## config.mk

```make
export PLATFORM = sky130hd
export DESIGN_NAME = spi_mem_master
export DESIGN_NICKNAME = d
export VERILOG_FILES = /design/src/rtl/spi_mem_master.sv
export SDC_FILE = /design/constraint.sdc
export NUM_CORES = 1
export LEC_CHECK = 0
export CORE_MARGIN = 2
export CORE_UTILIZATION = 59
export CTS_CLUSTER_DIAMETER = 40
export CTS_CLUSTER_SIZE = 28
export DETAILED_ROUTE_END_ITERATION = 10
export PLACE_DENSITY = 0.83
export SETUP_SLACK_MARGIN = 0.15
export SLEW_MARGIN = 15
export SYNTH_ARGS = -nofsm -noshare
export SYNTH_HDL_FRONTEND = slang
export SYNTH_SLANG_ARGS = --single-unit
```

## constraint.sdc

```tcl
create_clock -name clk -period 3.4 [get_ports clk]
set_input_delay 0.34 -clock clk [delete_from_list [all_inputs] [get_ports clk]]
set_output_delay 0.34 -clock clk [all_outputs]
set_load 0.05 [all_outputs]
```

## src/rtl/spi_mem_master.sv

```systemverilog
// SPI transaction sequencer for the spiMemory slave: accepts one read/write request
// at a time and serialises it MSB first as address, R/W bit, then data.
module spi_mem_master #(
   parameter int CLK_DIV    = 4,
   parameter int ADDR_W     = 7,
   parameter int DATA_W     = 8,
   parameter int READ_GAP   = 2,
   parameter int WRITE_HOLD = 1,
   parameter int CS_IDLE    = 1
) (
   input  logic              clk,
   input  logic              rst_n,
   input  logic              req_valid,
   output logic              req_ready,
   input  logic              req_rw,
   input  logic [ADDR_W-1:0] req_addr,
   input  logic [DATA_W-1:0] req_wdata,
   output logic              resp_valid,
   output logic [DATA_W-1:0] resp_rdata,
   output logic              busy,
   output logic              sclk,
   output logic              cs,
   output logic              mosi,
   input  logic              miso
);
   localparam int TX_W  = ADDR_W + 1 + DATA_W;
   localparam int RX_W  = DATA_W - 1;
   localparam int DIV_W = $clog2(CLK_DIV);
   localparam int CNT_W = 16;

   typedef enum logic [2:0] {
      S_IDLE, S_SETUP, S_ADDR, S_GAP, S_DATA, S_HOLD, S_CSHIGH, S_DONE
   } state_t;

   state_t            r_state;
   state_t            w_state_nxt;
   logic [DIV_W-1:0]  r_div;
   logic              r_half;
   logic [CNT_W-1:0]  r_bit;
   logic              r_sclk;
   logic              r_cs;
   logic              r_rw;
   logic [TX_W-1:0]   r_tx;
   logic [RX_W-1:0]   r_rx;
   logic [DATA_W-1:0] r_rdata;

   logic w_accept;
   logic w_active;
   logic w_timed;
   logic w_half_end;
   logic w_fall;
   logic w_per_end;
   logic w_last;

   function automatic logic is_active(input state_t s);
      return (s == S_ADDR) || (s == S_GAP) || (s == S_DATA) || (s == S_HOLD);
   endfunction

   // Index of the final sclk period spent in each timed state.
   function automatic logic [CNT_W-1:0] last_idx(input state_t s);
      case (s)
         S_ADDR:   return CNT_W'(ADDR_W);
         S_GAP:    return CNT_W'(READ_GAP - 1);
         S_DATA:   return CNT_W'(DATA_W - 1);
         S_HOLD:   return CNT_W'(WRITE_HOLD - 1);
         S_CSHIGH: return CNT_W'(CS_IDLE - 1);
         default:  return '0;
      endcase
   endfunction

   assign w_accept   = (r_state == S_IDLE) && req_valid;
   assign w_active   = is_active(r_state);
   assign w_timed    = w_active || (r_state == S_SETUP) || (r_state == S_CSHIGH);
   assign w_half_end = (r_div == DIV_W'(CLK_DIV - 1));
   assign w_fall     = w_active && w_half_end && !r_half;
   assign w_per_end  = w_timed && w_half_end && r_half;
   assign w_last     = (r_bit == last_idx(r_state));

   always_ff @(posedge clk or negedge rst_n) begin
      if (!rst_n) r_state <= S_IDLE;
      else        r_state <= w_state_nxt;
   end

   always_comb begin
      w_state_nxt = r_state;
      req_ready   = 1'b0;
      busy        = 1'b1;
      resp_valid  = 1'b0;
      case (r_state)
         S_IDLE: begin
            req_ready = 1'b1;
            busy      = 1'b0;
            if (req_valid) w_state_nxt = S_SETUP;
         end
         S_SETUP:  if (w_per_end) w_state_nxt = S_ADDR;
         S_ADDR: begin
            if (w_per_end && w_last)
               w_state_nxt = (r_rw && READ_GAP > 0) ? S_GAP : S_DATA;
         end
         S_GAP:    if (w_per_end && w_last) w_state_nxt = S_DATA;
         S_DATA: begin
            if (w_per_end && w_last)
               w_state_nxt = (!r_rw && WRITE_HOLD > 0) ? S_HOLD : S_CSHIGH;
         end
         S_HOLD:   if (w_per_end && w_last) w_state_nxt = S_CSHIGH;
         S_CSHIGH: if (w_per_end && w_last) w_state_nxt = S_DONE;
         S_DONE: begin
            resp_valid  = 1'b1;
            w_state_nxt = S_IDLE;
         end
         default:  w_state_nxt = S_IDLE;
      endcase
   end

   // Every timed state runs in half-periods of CLK_DIV clocks; SETUP starts in the
   // second half so it lasts a single half. sclk is high in the first half only.
   always_ff @(posedge clk or negedge rst_n) begin
      if (!rst_n) begin
         r_div   <= '0;
         r_half  <= 1'b0;
         r_bit   <= '0;
         r_sclk  <= 1'b0;
         r_cs    <= 1'b1;
         r_rw    <= 1'b0;
         r_tx    <= '0;
         r_rx    <= '0;
         r_rdata <= '0;
      end else if (w_accept) begin
         r_rw   <= req_rw;
         r_tx   <= {req_addr, req_rw, req_wdata & {DATA_W{!req_rw}}};
         r_cs   <= 1'b0;
         r_div  <= '0;
         r_half <= 1'b1;
         r_bit  <= '0;
      end else if (w_timed) begin
         r_div <= w_half_end ? '0 : r_div + 1'b1;
         if (w_half_end) r_half <= !r_half;
         // Zeros shift in behind the frame, so mosi rests low through GAP/HOLD.
         if (w_fall) begin
            r_sclk <= 1'b0;
            r_tx   <= r_tx << 1;
            if (r_state == S_DATA && r_rw) begin
               r_rx <= RX_W'({r_rx, miso});
               if (w_last) r_rdata <= {r_rx, miso};
            end
         end
         if (w_per_end) begin
            r_bit  <= w_last ? '0 : r_bit + 1'b1;
            r_sclk <= is_active(w_state_nxt);
            if (w_state_nxt == S_CSHIGH) r_cs <= 1'b1;
         end
      end
   end

   assign sclk       = r_sclk;
   assign cs         = r_cs;
   assign mosi       = r_tx[TX_W-1];
   assign resp_rdata = r_rdata;

endmodule

```

==> metrics.md <==
| Metric | Value |
|---|---|
| Run status | completed |
| Buffers added on ports | 33 |
| Post-Synthesis Cell Area | 2750 um2 |
| Post-Route Utilization | 0.728 |
| Post-detailed-placement half-perimeter wirelength | 3770 um |
| Post-Synth XOR/XNOR Area | 0.0414 |
| Minimum setup slack in the final design | 0.857 ns |
| Startpoint of the worst setup timing path | r_state[2] |
| Global placement routability congestion | 0.817 |
| Final design area excluding fillers | 3210 um2 |
| Crit Path Class | reg2out |
| Fill cell count | 322 |
| Via/cell ratio | 5.64 |
| M1 wire length | 2530 um |
| Sum of met2 wire segment lengths after detailed routing | 2350 um |
| Post-synthesis instance total | 283 |
| TritonCTS Sinks | 56 |
| Number of antenna violations at the first check in global routing | 0 |
| Slowest stage delay, CP | 0.82 ns |
| Clock root cell | clkbuf_8 |
| Endpoint required time on the critical path | 3.06 ns |
| Clock tree from TritonCTS | yes |
| Rows | 24 |
| Clock Tree Buf Depth | 2 |
| Synth warn | 0 |
| Simple-gate portion of the synthesized area | 0.209 |
| Max-slew violation count | 0 |
| Crit path depth | 3 |
| Count of vias placed by the detailed router | 2,088 |
| Most frequent standard cell in the layout excluding fill and tap cells | dfrtp_1 |
| DRC errors left | 0 |
| Placed Instance Area | 3120 um2 |
| Share of the synthesized area in compound gates (AO/OA/AOI/OAI) | 0.108 |
| Nature of the critical path startpoint | flip-flop |
| Dominant cell type by area after synthesis | dfrtp_1 |
| Die span in x | 72.2 um |
| Reg-to-reg setup timing slack | 0.91 ns |
| Highest routed metal layer | met4 |
| First-pass iteration count of the detailed router | 4 |
| Timing endpoint of the critical path | req_ready |
| Part of the Yosys area used for sequential elements | 0.510 |
| Class of the tightest hold or removal check | in2async |
| Worst vdd ir | 525 uV |
| Antenna Violating Nets Remaining | 0 |
| Htree depth | 2 |
| Initial standard-cell utilization of the core | 0.622 |
| Pre-CTS worst setup slack | 0.896 ns |
| Crit end category | output port |
| Met3 layer wire length in the routed design | 204 um |
| Violation count after the first detailed-routing iteration | 182 |
| Adder and majority cell fraction of the synthesized area | 0.00911 |
| Slowest stage cell on the critical path | clkdlybuf4s50_1 |
| Capture instance of the worst register-to-register path | resp_rdata[4] |
| Synthesized netlist net count | 305 |
| R2R depth | 7 |
| Crit path arrival time | 2.20 ns |
| Clock period minus worst slack | 2.54 ns |
| Congestion Overflow GR | 0 |
| Setup violations, final | 0 |
| Area overhead of the layout relative to synthesis | 16.9% |
| Worst clock skew | 0.0126 ns |
| RSZ-0062 raised after global routing | false |
| P_leak | 0.00142 uW |
| PwrDens | 675 nW/um2 |
| Top Ports | 34 |
| Wirelength per Cell | 13.8 um |
| Diode insertion count for antenna repair | 0 |
| Leading post-synthesis cells by cell area | dfrtp_1 (50%), nand2_1 (6.7%), mux2i_1 (5.5%), o21ai_0 (4.6%), nor2_1 (4.0%) |
| Flip-flop and latch count after synthesis | 56 |
| Count of unique library cells instantiated by Yosys | 43 |
| Bufs and invs on worst path | 2 |
| Y dimension of the die | 72.2 um |
| Multiplexer fraction of the synthesized cell area | 0.0915 |
| Overall routed net length | 5120 um |
| Max-slew headroom at the worst pin | 0.547 |
| Leading cell types in the layout, fill and taps excluded | dfrtp_1 (55), nand2_1 (49), clkdlybuf4s50_1 (32), nor2_1 (29), o21ai_0 (25) |
| Series of cell instances along the critical path | or3_1, inv_1, clkdlybuf4s50_1 |
| Maximum clock rate | 0.393 GHz |
| Dominant combinational cell family by area after synthesis | simple AND/OR/NAND/NOR gates |
| Critical-path maximum fanout | 15 |
| Max-cap viol count | 0 |
| Largest net degree at the start of global routing | 37 |
| Startpoint of the worst register-to-register path | r_state[2] |
| Clk Latency, worst-skew pair | 0.32 ns |
| Wire length of the first global-routing pass | 8860 um |
| Die ar. | 5220 um2 |
| Number of buffers added for setup after CTS | 0 |
| Post-route fraction of the period consumed by the critical path | 0.748 |
| Number of global-route vias before repair | 1,931 |
| Post-synth top area share | 0.501 |
| Fraction of final layout cells sized beyond drive strength 1 | 0.0849 |
| Total Neg Setup Slack | 0 ns |
| Post-synthesis area per instance | 9.71 um2 |
| Number of buffers inserted during clock tree synthesis | 5 |
| Layout net count | 339 |
| CP top delay family | buffers and inverters |
| Clock transition at the register clock pins on the worst setup and hold paths after CTS | 0.10 ns |
| Global-route usage over all layers | 0.221 |
| Hold violation count in the final report | 0 |
| Worst slew pin tran | 0.676 ns |
| Placeable core region | 4410 um2 |
-- kinds of logic after synthesis --
family	Yosys count
and+or+nand+nor	125
DFF	56
AOI/OAI and AO/OA	44
muxes	24
buffers and inverters	19
xor gates and xnor gates	13
adders and majority gates	2
-- where the power goes --
group	internal [uW]	switching (uW)	leakage (uW)
combinational	341	508	0.000642
clock	147	211	0.0000456
sequential	823	138	0.000735
-- sequential cells by signal, summed over array words and instances, names as in the netlist, 2 cells and up --
register / flops
r_bit: 16
r_tx: 16
resp_rdata: 8
r_rx: 7
r_state: 3
r_div: 2
-- Yosys cell counts --
cell	instances
buf_6	1
nand2_1	49
buf_2	3
xnor2_1	7
xor2_1	6
o21a_1	1
a32oi_1	1
o31ai_2	1
a211o_1	1
a32o_1	1
a21o_1	2
dfrtp_1	55
o21ai_0	25
or2_1	1
nand2b_1	2
ha_1	2
clkinv_1	1
mux2_2	9
and3_1	5
clkbuf_1	6
and4_1	1
mux2i_1	15
nand4_1	7
dfstp_2	1
nor3b_1	1
a31oi_1	1
and2_1	6
nor4_1	5
nor2_1	29
or3_1	3
o31ai_1	1
inv_1	8
nand3b_1	1
o22ai_1	1
a21oi_1	4
a22o_1	2
o22a_1	1
a221oi_4	1
or2_2	1
nor3_1	2
nand2_2	1
nand3_1	11
o41ai_2	1
-- timing repair --
action	4_1_cts	5_1_grt
hold buffers	1	0
hold endpoints to repair	20	0
resized for setup	0	0
-- layer usage --
metal | vias up | track usage
met4 | 0 | 0.0881
met1 | 991 | 0.323
li1 | 1048 | -
met5 | - | 0
met3 | 4 | 0.0431
met2 | 45 | 0.328
-- worst min-delay path by stage --
stage,slack (ns),end,cells past startpoint,from
after global routing,0.53,r_rx[6],2,r_rx[6]
after global placement,0.32,r_div[1],1,rst_n
final,0.50,r_rx[4],2,rst_n
after floorplan,0.04,r_bit[0],0,rst_n
after detailed placement,0.32,r_div[1],1,rst_n
after CTS,0.50,r_rx[6],2,r_rx[6]
-- stage by stage --
stage	instances	hold WS (ns)	total power [uW]
floorplan	283	0.0444	1630
global placement	361	0.318	1800
detailed placement	361	0.317	1830
CTS	370	0.500	2190
global route	370	0.529	2330
finish	370	0.495	2170
-- final cells by class --
type	instances	area (um2)	share of cell area
clock buffer	6	72.6	0.0226
clock inverter	2	13.8	0.00428
inverter	9	33.8	0.0105
multi-input combinational	208	1270	0.394
sequential	56	1400	0.437
tap	52	65.1	0.0202
timing repair buffer	37	358	0.111
(Power assumes the default switching activity.)
